File: src/rtl/lsu_pkg.sv
// Shared constants for the load/store unit: funct3 encodings, FSM states and
// response error codes.
package lsu_pkg;

    localparam logic [2:0] F3_B  = 3'b000;
    localparam logic [2:0] F3_H  = 3'b001;
    localparam logic [2:0] F3_W  = 3'b010;
    localparam logic [2:0] F3_BU = 3'b100;
    localparam logic [2:0] F3_HU = 3'b101;

    typedef logic [1:0] state_t;
    localparam state_t ST_IDLE   = 2'd0;
    localparam state_t ST_ACCESS = 2'd1;
    localparam state_t ST_RESP   = 2'd2;

    localparam logic [1:0] ERR_OK       = 2'b00;
    localparam logic [1:0] ERR_MISALIGN = 2'b01;
    localparam logic [1:0] ERR_ILLEGAL  = 2'b10;

endpackage

File: src/rtl/lsu_align.sv
// Combinational lane logic: request legality/alignment, store byte lanes and
// load extraction/extension from a 32-bit dmem word.
module lsu_align
    import lsu_pkg::*;
(
    input  logic        we,
    input  logic [2:0]  funct3,
    input  logic [1:0]  off,
    input  logic [31:0] wdata,
    input  logic [31:0] rd,
    output logic [31:0] mask,
    output logic [31:0] wd,
    output logic        misalign,
    output logic        illegal,
    output logic [31:0] load_data
);

    logic [3:0]  byte_en;
    logic [31:0] rd_shifted;

    always_comb begin
        if (we) begin
            illegal = (funct3 != F3_B) && (funct3 != F3_H) && (funct3 != F3_W);
        end else begin
            illegal = (funct3 != F3_B) && (funct3 != F3_H) && (funct3 != F3_W) &&
                      (funct3 != F3_BU) && (funct3 != F3_HU);
        end
    end

    // Only evaluated for legal encodings, so funct3[1:0] alone gives the size.
    always_comb begin
        misalign = 1'b0;
        if (!illegal) begin
            case (funct3[1:0])
                2'b01:   misalign = off[0];
                2'b10:   misalign = (off != 2'b00);
                default: misalign = 1'b0;
            endcase
        end
    end

    always_comb begin
        case (funct3[1:0])
            2'b00: begin
                byte_en = 4'b0001 << off;
                wd      = {24'd0, wdata[7:0]} << {off, 3'b000};
            end
            2'b01: begin
                byte_en = 4'b0011 << off;
                wd      = {16'd0, wdata[15:0]} << {off, 3'b000};
            end
            default: begin
                byte_en = 4'b1111;
                wd      = wdata;
            end
        endcase
    end

    genvar gi;
    generate
        for (gi = 0; gi < 4; gi++) begin : g_lane
            assign mask[8*gi +: 8] = {8{byte_en[gi]}};
        end
    endgenerate

    assign rd_shifted = rd >> {off, 3'b000};

    always_comb begin
        case (funct3)
            F3_B:    load_data = {{24{rd_shifted[7]}}, rd_shifted[7:0]};
            F3_H:    load_data = {{16{rd_shifted[15]}}, rd_shifted[15:0]};
            F3_W:    load_data = rd;
            F3_BU:   load_data = {24'd0, rd_shifted[7:0]};
            F3_HU:   load_data = {16'd0, rd_shifted[15:0]};
            default: load_data = 32'd0;
        endcase
    end

endmodule

File: src/rtl/lsu.sv
// Load/store unit in front of dmem: one request at a time through an
// IDLE -> ACCESS -> RESP handshake FSM with registered dmem and response outputs.
module lsu
    import lsu_pkg::*;
#(
    parameter int ADDR_W = 32,
    parameter int DATA_W = 32
) (
    input  logic              clk,
    input  logic              rst_n,
    input  logic              req_valid,
    output logic              req_ready,
    input  logic              req_we,
    input  logic [2:0]        req_funct3,
    input  logic [ADDR_W-1:0] req_addr,
    input  logic [DATA_W-1:0] req_wdata,
    output logic              resp_valid,
    input  logic              resp_ready,
    output logic [DATA_W-1:0] resp_rdata,
    output logic [1:0]        resp_err,
    output logic              dmem_we,
    output logic [ADDR_W-1:0] dmem_a,
    output logic [DATA_W-1:0] dmem_wd,
    output logic [DATA_W-1:0] dmem_write_mask,
    input  logic [DATA_W-1:0] dmem_rd
);

    state_t      state_reg;
    logic        we_reg;
    logic [2:0]  f3_reg;
    logic [1:0]  off_reg;

    logic        idle;
    logic        al_we;
    logic [2:0]  al_funct3;
    logic [1:0]  al_off;
    logic [31:0] al_mask;
    logic [31:0] al_wd;
    logic        al_misalign;
    logic        al_illegal;
    logic [31:0] al_load_data;

    assign idle      = (state_reg == ST_IDLE);
    assign req_ready = idle;

    // The aligner decodes the live request in IDLE and the latched one in ACCESS.
    assign al_we     = idle ? req_we : we_reg;
    assign al_funct3 = idle ? req_funct3 : f3_reg;
    assign al_off    = idle ? req_addr[1:0] : off_reg;

    lsu_align u_align (
        .we        (al_we),
        .funct3    (al_funct3),
        .off       (al_off),
        .wdata     (req_wdata),
        .rd        (dmem_rd),
        .mask      (al_mask),
        .wd        (al_wd),
        .misalign  (al_misalign),
        .illegal   (al_illegal),
        .load_data (al_load_data)
    );

    always_ff @(posedge clk or negedge rst_n) begin
        if (!rst_n) begin
            state_reg       <= ST_IDLE;
            we_reg          <= 1'b0;
            f3_reg          <= 3'd0;
            off_reg         <= 2'd0;
            resp_valid      <= 1'b0;
            resp_rdata      <= '0;
            resp_err        <= ERR_OK;
            dmem_we         <= 1'b0;
            dmem_a          <= '0;
            dmem_wd         <= '0;
            dmem_write_mask <= '0;
        end else begin
            case (state_reg)
                ST_IDLE: begin
                    if (req_valid) begin
                        we_reg  <= req_we;
                        f3_reg  <= req_funct3;
                        off_reg <= req_addr[1:0];
                        if (al_illegal || al_misalign) begin
                            state_reg  <= ST_RESP;
                            resp_valid <= 1'b1;
                            resp_rdata <= '0;
                            resp_err   <= al_illegal ? ERR_ILLEGAL : ERR_MISALIGN;
                        end else begin
                            state_reg       <= ST_ACCESS;
                            dmem_we         <= req_we;
                            dmem_a          <= {req_addr[ADDR_W-1:2], 2'b00};
                            dmem_wd         <= al_wd;
                            dmem_write_mask <= req_we ? al_mask : '0;
                        end
                    end
                end
                ST_ACCESS: begin
                    state_reg       <= ST_RESP;
                    dmem_we         <= 1'b0;
                    dmem_write_mask <= '0;
                    resp_valid      <= 1'b1;
                    resp_err        <= ERR_OK;
                    resp_rdata      <= we_reg ? '0 : al_load_data;
                end
                ST_RESP: begin
                    if (resp_ready) begin
                        state_reg  <= ST_IDLE;
                        resp_valid <= 1'b0;
                    end
                end
                default: state_reg <= ST_IDLE;
            endcase
        end
    end

endmodule

File: config.mk
export PLATFORM = sky130hd
export DESIGN_NAME = lsu
export DESIGN_NICKNAME = d
export VERILOG_FILES = /design/src/rtl/lsu_pkg.sv /design/src/rtl/lsu_align.sv /design/src/rtl/lsu.sv
export SDC_FILE = /design/constraint.sdc
export NUM_CORES = 1
export LEC_CHECK = 0
export CELL_PAD_IN_SITES_DETAIL_PLACEMENT = 0
export CELL_PAD_IN_SITES_GLOBAL_PLACEMENT = 1
export CORE_UTILIZATION = 32
export CTS_BUF_LIST = sky130_fd_sc_hd__clkbuf_16
export DETAILED_ROUTE_END_ITERATION = 16
export PLACE_DENSITY = 0.91
export SKIP_CTS_REPAIR_TIMING = 1
export SLEW_MARGIN = 15
export SYNTH_ARGS = -nofsm -noshare
export SYNTH_HDL_FRONTEND = slang
export SYNTH_SLANG_ARGS = --single-unit
export TNS_END_PERCENT = 100
File: constraint.sdc
create_clock -name clk -period 4.05 [get_ports clk]
set_input_delay 1.0125 -clock clk [delete_from_list [all_inputs] [get_ports clk]]
set_output_delay 1.0125 -clock clk [all_outputs]
set_load 0.01 [all_outputs]
# Word-level counts from Yosys, hierarchy flattened
# Cells that the tools add are included.
# op_classes
muxes,32
n_eq_ne,16
n_reduce_logical,18
shifts,5
bitwise,1
# op_table
op,n
2-to-1 mux 32 bit,6
one-hot mux 32 bit (2 select lines),3
one-hot mux 32 bit (5 select lines),1
left shift 16 x 5 -> 32 bit,1
left shift 8 x 5 -> 32 bit,1
>> shifter 32 x 5 -> 16 bit,1
2-to-1 mux 2 bit,7
AND reduction 3 bit,3
2-to-1 mux 1 bit,8
one-hot mux 4 bit (2 select lines),1
== test 3 bit (second input constant),2
!= test 2 bit (second input constant),3
!= test 3 bit (second input constant),2
one-hot mux 2 bit (3 select lines),1
nonzero test 3 bit,2
== test 2 x 1 -> 1 bit (second input constant),2
== test 2 bit (second input constant),2
logical AND 1 bit,4
zero test 2 bit,2
one-hot mux 1 bit (2 select lines),2
one-hot mux 2 bit (2 select lines),1
AND reduction 2 bit,2
AND reduction 4 bit,1
nonzero test 2 bit,2
12 further kinds,12
# word_totals
out_inout_bits,133
word_cells,83
register_bits,138
inputBits,104

# Depth between registers and ports, before layout
# Gate-level depths: netlist (run 1).
# logic_depth
depth_word,13
mapped_depth,14

# Hierarchy
# Synthesis (run 1) repeated with hierarchy kept, for this count alone.
# hier_totals
hier_cells,580
area_unflattened_um2,6870.3
# by_module_without_submodules
module,instances,cells_each,area_per_inst_um2
lsu,1,327,5166.2
lsu_align,1,253,1704.1

# Least setup slack after synthesis (run 1)
# No wires, ideal clock.
# synth_path
kind,in2reg
from,in req_funct3[1]
to,reg dmem_a[26]
path_buffers,4
setup_slack_ns,0.915
arrival_ns,3.009
path_stages,12
path_cell_list,mux2i_1 > inv_1 > buf_2 > buf_1 > ha_1 > inv_1 > a211o_1 > a21oi_4 > nand3_2 > buf_2 > buf_6 > mux2_4
# synth_between
elab_chain_len,11
word_cells_on_any_way,18
cone_classes,eq/ne: 6; mux: 4; bitwise: 1; reduce/logical: 7
# synth_lines
element,line_no,source
"start, declared",lsu.sv:14,"input logic [2:0] req_funct3,"
2-to-1 mux 3 bit (*),lsu.sv:48,assign al_funct3 = idle ? req_funct3 : f3_reg;
!= test 3 x 1 -> 1 bit or nonzero test 3 bit (tied branches),"lsu_align.sv:23, lsu_align.sv:25",
logical AND 1 bit (2 in series),"lsu_align.sv:23, lsu_align.sv:25",
logical AND 1 bit,lsu_align.sv:25,illegal = (funct3 != F3_B) && (funct3 != F3_H) && (funct3 != F3_W) &&
logical AND 1 bit,lsu_align.sv:26,(funct3 != F3_BU) && (funct3 != F3_HU);
2-to-1 mux 1 bit,lsu_align.sv:22,if (we) begin
2-to-1 mux 1 bit,lsu_align.sv:33,if (!illegal) begin
logical OR 1 bit (*),lsu.sv:84,if (al_illegal || al_misalign) begin
inverter 1 bit (no line) (*),-,
AND reduction 3 bit (no line) (*),-,
"end signal, assigned",lsu.sv:92,"dmem_a <= {req_addr[ADDR_W-1:2], 2'b00};"
"end, declared",lsu.sv:22,"output logic [ADDR_W-1:0] dmem_a,"
# Every way passes the cells marked *; elsewhere a longest branch is shown, timed or not.
# A chain may end at the register's enable or synchronous reset.

# Worst setup path in the final report (run 1)
# layout_path
from,reg state_reg[0]
to,reg resp_rdata[12]
# layout_between
elab_chain_len,12
word_cells_on_any_way,34
cone_classes,eq/ne: 13; shift: 1; mux: 9; reduce/logical: 11
# layout_lines
element,line_no,source
"start, declared",lsu.sv:28,state_t state_reg;
"start signal, assigned",lsu.sv:66,state_reg <= ST_IDLE;
"start signal, assigned",lsu.sv:85,state_reg <= ST_RESP;
"start signal, assigned",lsu.sv:90,state_reg <= ST_ACCESS;
branches (longest 12 deep; another with >> shifter 32 x 5 -> 16 bit),-,
"end signal, assigned",lsu.sv:104,resp_rdata <= we_reg ? '0 : al_load_data;
"end, declared",lsu.sv:19,"output logic [DATA_W-1:0] resp_rdata,"
# Several ways; the timed one is not identified.

==> results of run 1 <==
[cells in the final DEF (no fill, tap or decap), drive strengths merged, types with 3 or more instances in the layout]
cell	netlist	final
nor2	14	14
inv	8	10
mux2	36	36
dfrtp	110	110
a21oi	18	18
a211oi	5	5
a21o	3	3
a221o	8	8
clkdlybuf4s50	0	233
clkbuf	14	9
o21ai	54	54
clkinv	0	5
buf	49	17
a211o	3	3
a22o	21	21
a22oi	16	16
nand3	40	40
nand2	120	120
a222oi	7	7
o211ai	7	7
ha	3	3
[cell type report]
class,count,area (sq um),area share (%)
clock buffers,9,225.2,2.743
clock inverters,7,43.79,0.5333
inverters,8,30.03,0.3657
multi-input cells,382,2400,29.22
flip-flops and latches,110,2753,33.52
well taps,220,275.3,3.352
repair buffers,250,2485,30.26
[cell families after synthesis]
| kind of cell | count (synthesis) |
|---|---|
| fa+ha+maj | 3 |
| simple gates | 188 |
| compound gates | 151 |
| mux | 38 |
| other cells | 1 |
| flops | 110 |
| buf+inv | 71 |
[power groups by stage]
stage	sequential [mW]	combinational [mW]	clock, mW
after CTS	1.84	3.81	0.849
after global routing	1.90	4.13	0.888
final	1.83	3.79	0.823
after floorplan	2.00	2.04	0
after detailed placement	1.85	3.79	0
after global placement	1.84	3.76	0
[routing by layer]
metal	up-vias	global-route usage (%)
met5	-	0
met4	0	5.492
met3	17	5.291
met2	226	32.38
met1	2410	25.92
li1	2371	-
[path summary, 6_finish.rpt]
kind                            cells after the start                startpoint  slack [ns]                          to
worst max-delay path                                9  state_reg[0]$_DFFE_PN0P_        0.64  resp_rdata[12]$_DFFE_PN0P_
min in group asynchronous                           1                     rst_n        0.66      dmem_a[26]$_DFFE_PN0P_
worst min register to register                      2   dmem_wd[19]$_DFFE_PN0P_        0.48     dmem_wd[19]$_DFFE_PN0P_
max in group asynchronous                           2                     rst_n        2.62   resp_rdata[0]$_DFFE_PN0P_
worst max register to register                      9  state_reg[0]$_DFFE_PN0P_        0.64  resp_rdata[12]$_DFFE_PN0P_
worst min-delay path                                2   dmem_wd[19]$_DFFE_PN0P_        0.48     dmem_wd[19]$_DFFE_PN0P_
[critical path, cell delays in order, from the launching register on]
cell and delay [ns]:
sky130_fd_sc_hd__dfrtp_1 0.55, sky130_fd_sc_hd__nor2_2 0.47, sky130_fd_sc_hd__mux2i_1 0.48, sky130_fd_sc_hd__ha_1 0.36
sky130_fd_sc_hd__nor2_1 0.14, sky130_fd_sc_hd__inv_1 0.14, sky130_fd_sc_hd__nor2_1 0.09, sky130_fd_sc_hd__nor2_2 0.58
sky130_fd_sc_hd__o21ai_1 0.36, sky130_fd_sc_hd__nand3_1 0.17
[through the flow]
step                      worst slack (ns)  util, %  power (mW)  cell area (sq um)  setup TNS, ns
after floorplan                     0.9155        -       4.037               5567              0
after global placement             0.02317    47.38       5.598               7940              0
after detailed placement           -0.1468    47.38       5.644               7940        -0.9759
after CTS                           0.1841    48.98       6.495               8209              0
after global routing                0.2726    49.00       6.922               8212              0
final                               0.6439    49.00       6.441               8212              0
==> results.txt, run 1 <==
* Status: completed
* Post-route DRC violation count: 0
- The post-route netlist has 10.57% of its cells at a drive strength greater than 1.
- In the final routed layout, each cell accounts on average for 17.54 microns.
- Layout Skew: 0.005788 ns
- Area growth from synthesis to layout: 47.62%
- Reg power frac: 28.4%
* Post-synthesis instance area: 5563 sq um
- Core area: 16760 sq um
- Kind of start point of the critical path: flip-flop
* Cell at the root of the clock tree: sky130_fd_sc_hd__clkbuf_16
- Peak supply drop: 293.0 uV
- Buffers placed on the I/O ports in this run total 234.
- Final slew viol count: 0
* Routed wire length on met3: 1.401 mm
- Clock buffer depth: 2
- For the pin with the worst max-slew slack, the measured transition is 0.8699 ns.
- Measured along the y axis, the die boundary spans 133.8 microns.
* Design internal power: 3.802 mW
- After detailed placement, the design holds a cell count of 970.
- Sw Pwr: 2.638 mW
- Number of nets with antenna violations after detailed routing: 0
- Sw frac: 40.97%
- During I/O placement, the number of pins put on the boundary was 237.
* Maximum frequency from static timing analysis: 0.2936 GHz
- Final Instance Count excl. Fillers: 986
- Vias per cell: 5.095
- Once the floorplan was initialized, standard cells occupied 33.19% of the core.
- In this run the worst hold path is classified as flip-flop to flip-flop.
- The first global-routing pass estimated 27.53 mm of wire.
- Primary FF master, synth: sky130_fd_sc_hd__dfrtp_1
- Of the total synthesized cell area, the portion taken by full adders, half adders and majority gates is 0.6748%.
- Worst Hold Margin: 0.4778 ns
- Sorting the synthesized cells by area gives the leading types as sky130_fd_sc_hd__dfrtp_1, sky130_fd_sc_hd__nand2_1, sky130_fd_sc_hd__mux2_2, sky130_fd_sc_hd__o21ai_0, sky130_fd_sc_hd__buf_4.
- RSZ-0062 raised after global routing: no
* Clock sinks: 110
- DR iter-0 viols: 386
* Main combinational cell family by area after synthesis: compound AO/OA/AOI/OAI gates
- The worst setup path is captured at a flip-flop.
* Area of the die: 17910 sq um
- After synthesis, the share of flip-flops with an asynchronous set or reset is 100.0%.
- Synthesis inferred 110 register bits.
- Of the post-synthesis cell area, the part taken by muxes is 7.985%.
- Synthesized instance count: 562
* Number of flops mapped to enable cells by yosys: 0
* Cell type contributing the most total cell area after synthesis: sky130_fd_sc_hd__dfrtp_1
* H-tree lvl count: 3
* Total Nets Final: 868
- Setup violations remaining at the end of the flow were counted as 0.
- Across all layers, the routed design uses 5024 vias.
- Summing the areas of all compound-gate instances in the mapped netlist gives 19.23% of the synthesized area.
- Met1 layer wirelength in the final routing: 7.392 mm
- A synthesized cell averages 9.898 sq um.
- Clock Power Share: 12.8%
- Number of endpoints with negative hold slack in the final report: 0
- By startpoint and endpoint, the worst setup path is classified as flip-flop to flip-flop.
* Remaining global-route overflow: 0
* Clock slew at reported path FFs: 0.07 ns
- Relative slew margins: 41.79%
- Detailed Route WL: 17.29 mm
* Proportion of netlist area held by the largest area contributor: 49.48%
* Via count of the first global-routing pass: 4972
- The wire-length estimate of the detail-placed layout is 12.96 mm.
* Standard-cell rows: 47
* Data arrival time of the critical path: 3.69 ns
* Top routing layer used: met4
* Detailed-routed wire length on met2: 8.277 mm
- Largest net degree at the start of global routing: 61
* Power density over cell area: 784.3 nW/um^2
- The synthesized netlist contains 50 unique library cells.
- Of the total synthesized cell area, the portion taken by XOR and XNOR cells is 0%.
* Number of antenna violations at the first check in global routing: 0
* Basic-gate share of the synthesized area counting and, or, nand and nor cells: 14.84%
- TritonCTS built the clock tree.
* Static leakage power: 3.536 nW
- Data required time of the worst path: 4.34 ns
- Max-cap viol count: 0
- After layout, the worst path uses 84.10% of the clock period.
- The layout has 1590 filler cells.
- Maximum fanout count along the critical path: 18
- The largest registers in the layout are dmem_wd (32), resp_rdata (32), dmem_a (30).
- The pre-antenna-repair detailed-routing pass consisted of 5 iterations.
- Yosys printed 0 warnings.
* Total track usage: 19.87%
- By count the netlist is led by sky130_fd_sc_hd__nand2_1, sky130_fd_sc_hd__dfrtp_1, sky130_fd_sc_hd__o21ai_0.
- Horizontal die dimension: 133.8 microns
* Latest clock arrival within the worst-skew pair: 0.36 ns
- Per report_power, the combinational group accounts for 58.8% of the total.
- Final period demand of the worst path: 3.406 ns
* Total CTS buffers: 9
- Most numerous cell in the Yosys netlist: sky130_fd_sc_hd__nand2_1
* Diodes inserted: 0
- Gpl congestion: 0.9061
* Seq/Total Area, Yosys: 49.48%
No activity file was read; power rests on OpenSTA's default activity.
==> run 2, diff against run 1 <==
Clock period 4.05 ns to 3.4 ns, I/O delays scaled along.
==> results.txt, run 2 (same netlist as run 1, synthesis figures left out) <==
- The run finished with clean final reports.
- Post-route DRC violation count: 0 (unchanged)
- Number of nets with antenna violations after detailed routing: 0 (unchanged)
* Largest registers ranked by flip-flop count: dmem_wd (32), resp_rdata (32), dmem_a (30)
* Detailed Route WL: 17.91 mm (+3.6%)
- Final setup violating endpoints: 0 (unchanged)
- Largest net degree at the start of global routing: 67 (+9.8%)
* Kind of end point of the critical path: flip-flop
* Remaining global-route overflow: 0 (unchanged)
* Number of antenna violations at the first check in global routing: 0 (unchanged)
- Data required time of the worst path: 3.67 ns (-0.67 ns)
- The proportion of layout cells with a drive suffix above 1 is 12.20% (+1.6 points).
- STA classifies the critical path startpoint as a primary input.
- Area growth from synthesis to layout: 50.63%
- Maximum fanout count along the critical path: 9 (-9)
- I/O pin cnt: 237 (unchanged)
- Total track usage: 19.81% (-0.064 points)
- The total power consumption of the routed design is 8.024 mW (+25%).
- H-tree lvl count: 3 (unchanged)
- Leaving out fill and tap cells, the most frequent cell in the layout is sky130_fd_sc_hd__clkdlybuf4s50_1.
* Number of endpoints with negative hold slack in the final report: 0 (unchanged)
- The worst path in the final design needs a cycle of 3.079 ns, including I/O delays and setup.
- CTS tree: done
- The data arrival time of the worst path came to 3.35 ns (-0.34 ns).
- The placed wire-length estimate was 13.46 mm (+3.8%).
- Core area: 16760 sq um (unchanged)
- Peak supply drop: 329.1 uV (+12%)
- The routability congestion estimate from global placement is 0.8667 (-4.3%).
- Final-layout setup total negative slack: 0 ns (unchanged)
- The area of all placed cells without fillers came to 8379 sq um (+2.0%).
* Clock buffer depth: 2 (unchanged)
- Max-cap viol count: 0 (unchanged)
- Cell at the root of the clock tree: sky130_fd_sc_hd__clkbuf_16
- The number of DRC markers after the initial detailed-route iteration came to 404 (+4.7%).
- The filler cell count was 1589 (-0.063%).
- Detail-routed net length per standard cell: 17.93 microns (+2.2%)
* Least-Margin Pin Slew: 0.8278 ns (-0.04207 ns)
* Final slew viol count: 0 (unchanged)
- The worst-case setup margin in the final layout came to 0.3205 ns (-0.3233 ns).
- The multi-input gate area in the final layout came to 2397 sq um (-0.10%).
- Setup WS pre-CTS: -0.04605 ns (+0.1008 ns)
- The worst-case headroom to the max-slew limit is 44.39% (+2.6 points).
- The number of antenna diodes came to 0 (unchanged).
* RSZ-0062 raised after global routing: no
- Timing would allow up to 0.3247 GHz.
- The register area was 2753 sq um (unchanged).
* Via count of the first global-routing pass: 4929 (-0.86%)
- The area of placed instances is 8050 sq um (+1.4%).
- Total Nets Final: 881 (+1.5%)
- Die height: 133.8 microns (unchanged)
- Power density over cell area: 957.6 nW/um^2 (+22%)
* Latest clock arrival within the worst-skew pair: 0.36 ns (about the same)
* Vias per cell: 5.192 (+1.9%)
* Via count: 5187 (+3.2%)
- Pre-antenna DRT Iters: 6 (+1)
* Static leakage power: 3.618 nW (+2.3%)
- The total of buffers placed on input and output ports was 234 (unchanged).
- The clock-pin slew of the registers on the worst-case setup and hold paths was 0.08 ns (about the same).
* Category of the most critical setup path: primary input to flip-flop
* Finished Core Util: 50.00% (+1.0 points)
- The library cells used most frequently in the layout, excluding fill and tap cells, are sky130_fd_sc_hd__clkdlybuf4s50_1, sky130_fd_sc_hd__nand2_1, sky130_fd_sc_hd__dfrtp_1, sky130_fd_sc_hd__o21ai_0, sky130_fd_sc_hd__nand3_1.
* Wire length of the first global-routing pass: 27.47 mm (-0.23%)
- Layout Skew: 0.01047 ns (+0.004677 ns)
* Total CTS buffers: 9 (unchanged)
- The area of the die is 17910 sq um (unchanged).
* Effective utilization at floorplan: 33.19% (unchanged)
* Ratio of final minimum period to clock period: 90.57%
- The total number of clock tree sinks came to 110 (unchanged).
* Horizontal die dimension: 133.8 microns (unchanged)
- Standard-cell rows: 47 (unchanged)
* Hold Path Class: primary input to async pin
==> run 2: cell count changes in the layout (fill, tap and decap cells not counted) <==
| cell | before | now |
|---|---|---|
| sky130_fd_sc_hd__inv_6 | 0 | 2 |
| sky130_fd_sc_hd__nor2_1 | 11 | 12 |
| sky130_fd_sc_hd__buf_12 | 2 | 3 |
| sky130_fd_sc_hd__inv_8 | 0 | 1 |
| sky130_fd_sc_hd__inv_1 | 10 | 8 |
| sky130_fd_sc_hd__nor2_2 | 3 | 2 |
| sky130_fd_sc_hd__clkinv_4 | 3 | 0 |
| sky130_fd_sc_hd__buf_4 | 15 | 27 |
| sky130_fd_sc_hd__clkinv_2 | 2 | 0 |
| sky130_fd_sc_hd__clkinvlp_4 | 0 | 2 |
| sky130_fd_sc_hd__bufinv_16 | 0 | 2 |
==> run 2: stage by stage <==
stage	hold slack, ns	cells
finish	0.4795	999
global route	0.5016	999
CTS	0.4866	999
detailed placement	0.4693	983
global placement	0.4600	983
floorplan	0.4767	563
==> run 2: power by group <==
group / total [mW] / leakage [nW] / internal (mW) / switching, mW
Combinational: 4.68 / 2.05 / 2.31 / 2.37
Sequential: 2.18 / 1.41 / 1.85 / 0.330
Clock: 1.17 / 0.155 / 0.657 / 0.514
==> run 2: worst max-delay path, cell delays in order <==
cell                              delay (ns)
sky130_fd_sc_hd__clkdlybuf4s50_1        0.42
sky130_fd_sc_hd__mux2i_1                0.42
sky130_fd_sc_hd__ha_1                   0.28
sky130_fd_sc_hd__buf_4                  0.15
sky130_fd_sc_hd__nand3_1                0.12
sky130_fd_sc_hd__nor2_1                 0.61
sky130_fd_sc_hd__a221o_1                0.26
sky130_fd_sc_hd__o21ai_0                0.07
sky130_fd_sc_hd__o21ai_0                0.17
==> run 2: worst paths after layout <==
kind / start / to / slack [ns] / depth (start not counted)
max: req_funct3[1] / dmem_wd[19]$_DFFE_PN0P_ / 0.32 / 9
min in group clk: dmem_wd[24]$_DFFE_PN0P_ / dmem_wd[24]$_DFFE_PN0P_ / 0.48 / 2
max in group asynchronous: rst_n / dmem_a[7]$_DFFE_PN0P_ / 2.13 / 2
max reg2reg: state_reg[0]$_DFFE_PN0P_ / dmem_wd[19]$_DFFE_PN0P_ / 0.57 / 9
min reg2reg: dmem_wd[24]$_DFFE_PN0P_ / dmem_wd[24]$_DFFE_PN0P_ / 0.48 / 2
min: rst_n / dmem_a[26]$_DFFE_PN0P_ / 0.48 / 1
==> run 2: layout make-up <==
cell class / instances / area share, %
Clock buffer: 9 / 2.688
Multi-Input combinational cell: 382 / 28.61
Sequential cell: 110 / 32.85
Inverter: 8 / 0.3584
Clock inverter: 7 / 1.239
Timing Repair Buffer: 263 / 30.97
Tap cell: 220 / 3.285
==> run 2: metal layers <==
| layer | vias up | wire length, microns | GRT usage [%] |
|---|---|---|---|
| met2 | 265 | 8470 | 31.61 |
| met3 | 22 | 1408 | 3.628 |
| met1 | 2498 | 7737 | 26.84 |
| met4 | 0 | 292 | 7.134 |
| li1 | 2402 | - | - |
| met5 | - | 0 | 0 |
==> run 3, diff against run 2 <==
Settings changed: SLEW_MARGIN 15 to not set.
==> results of run 3 <==
Same layout as run 2: the final DEF is identical, and so are final timing and power.
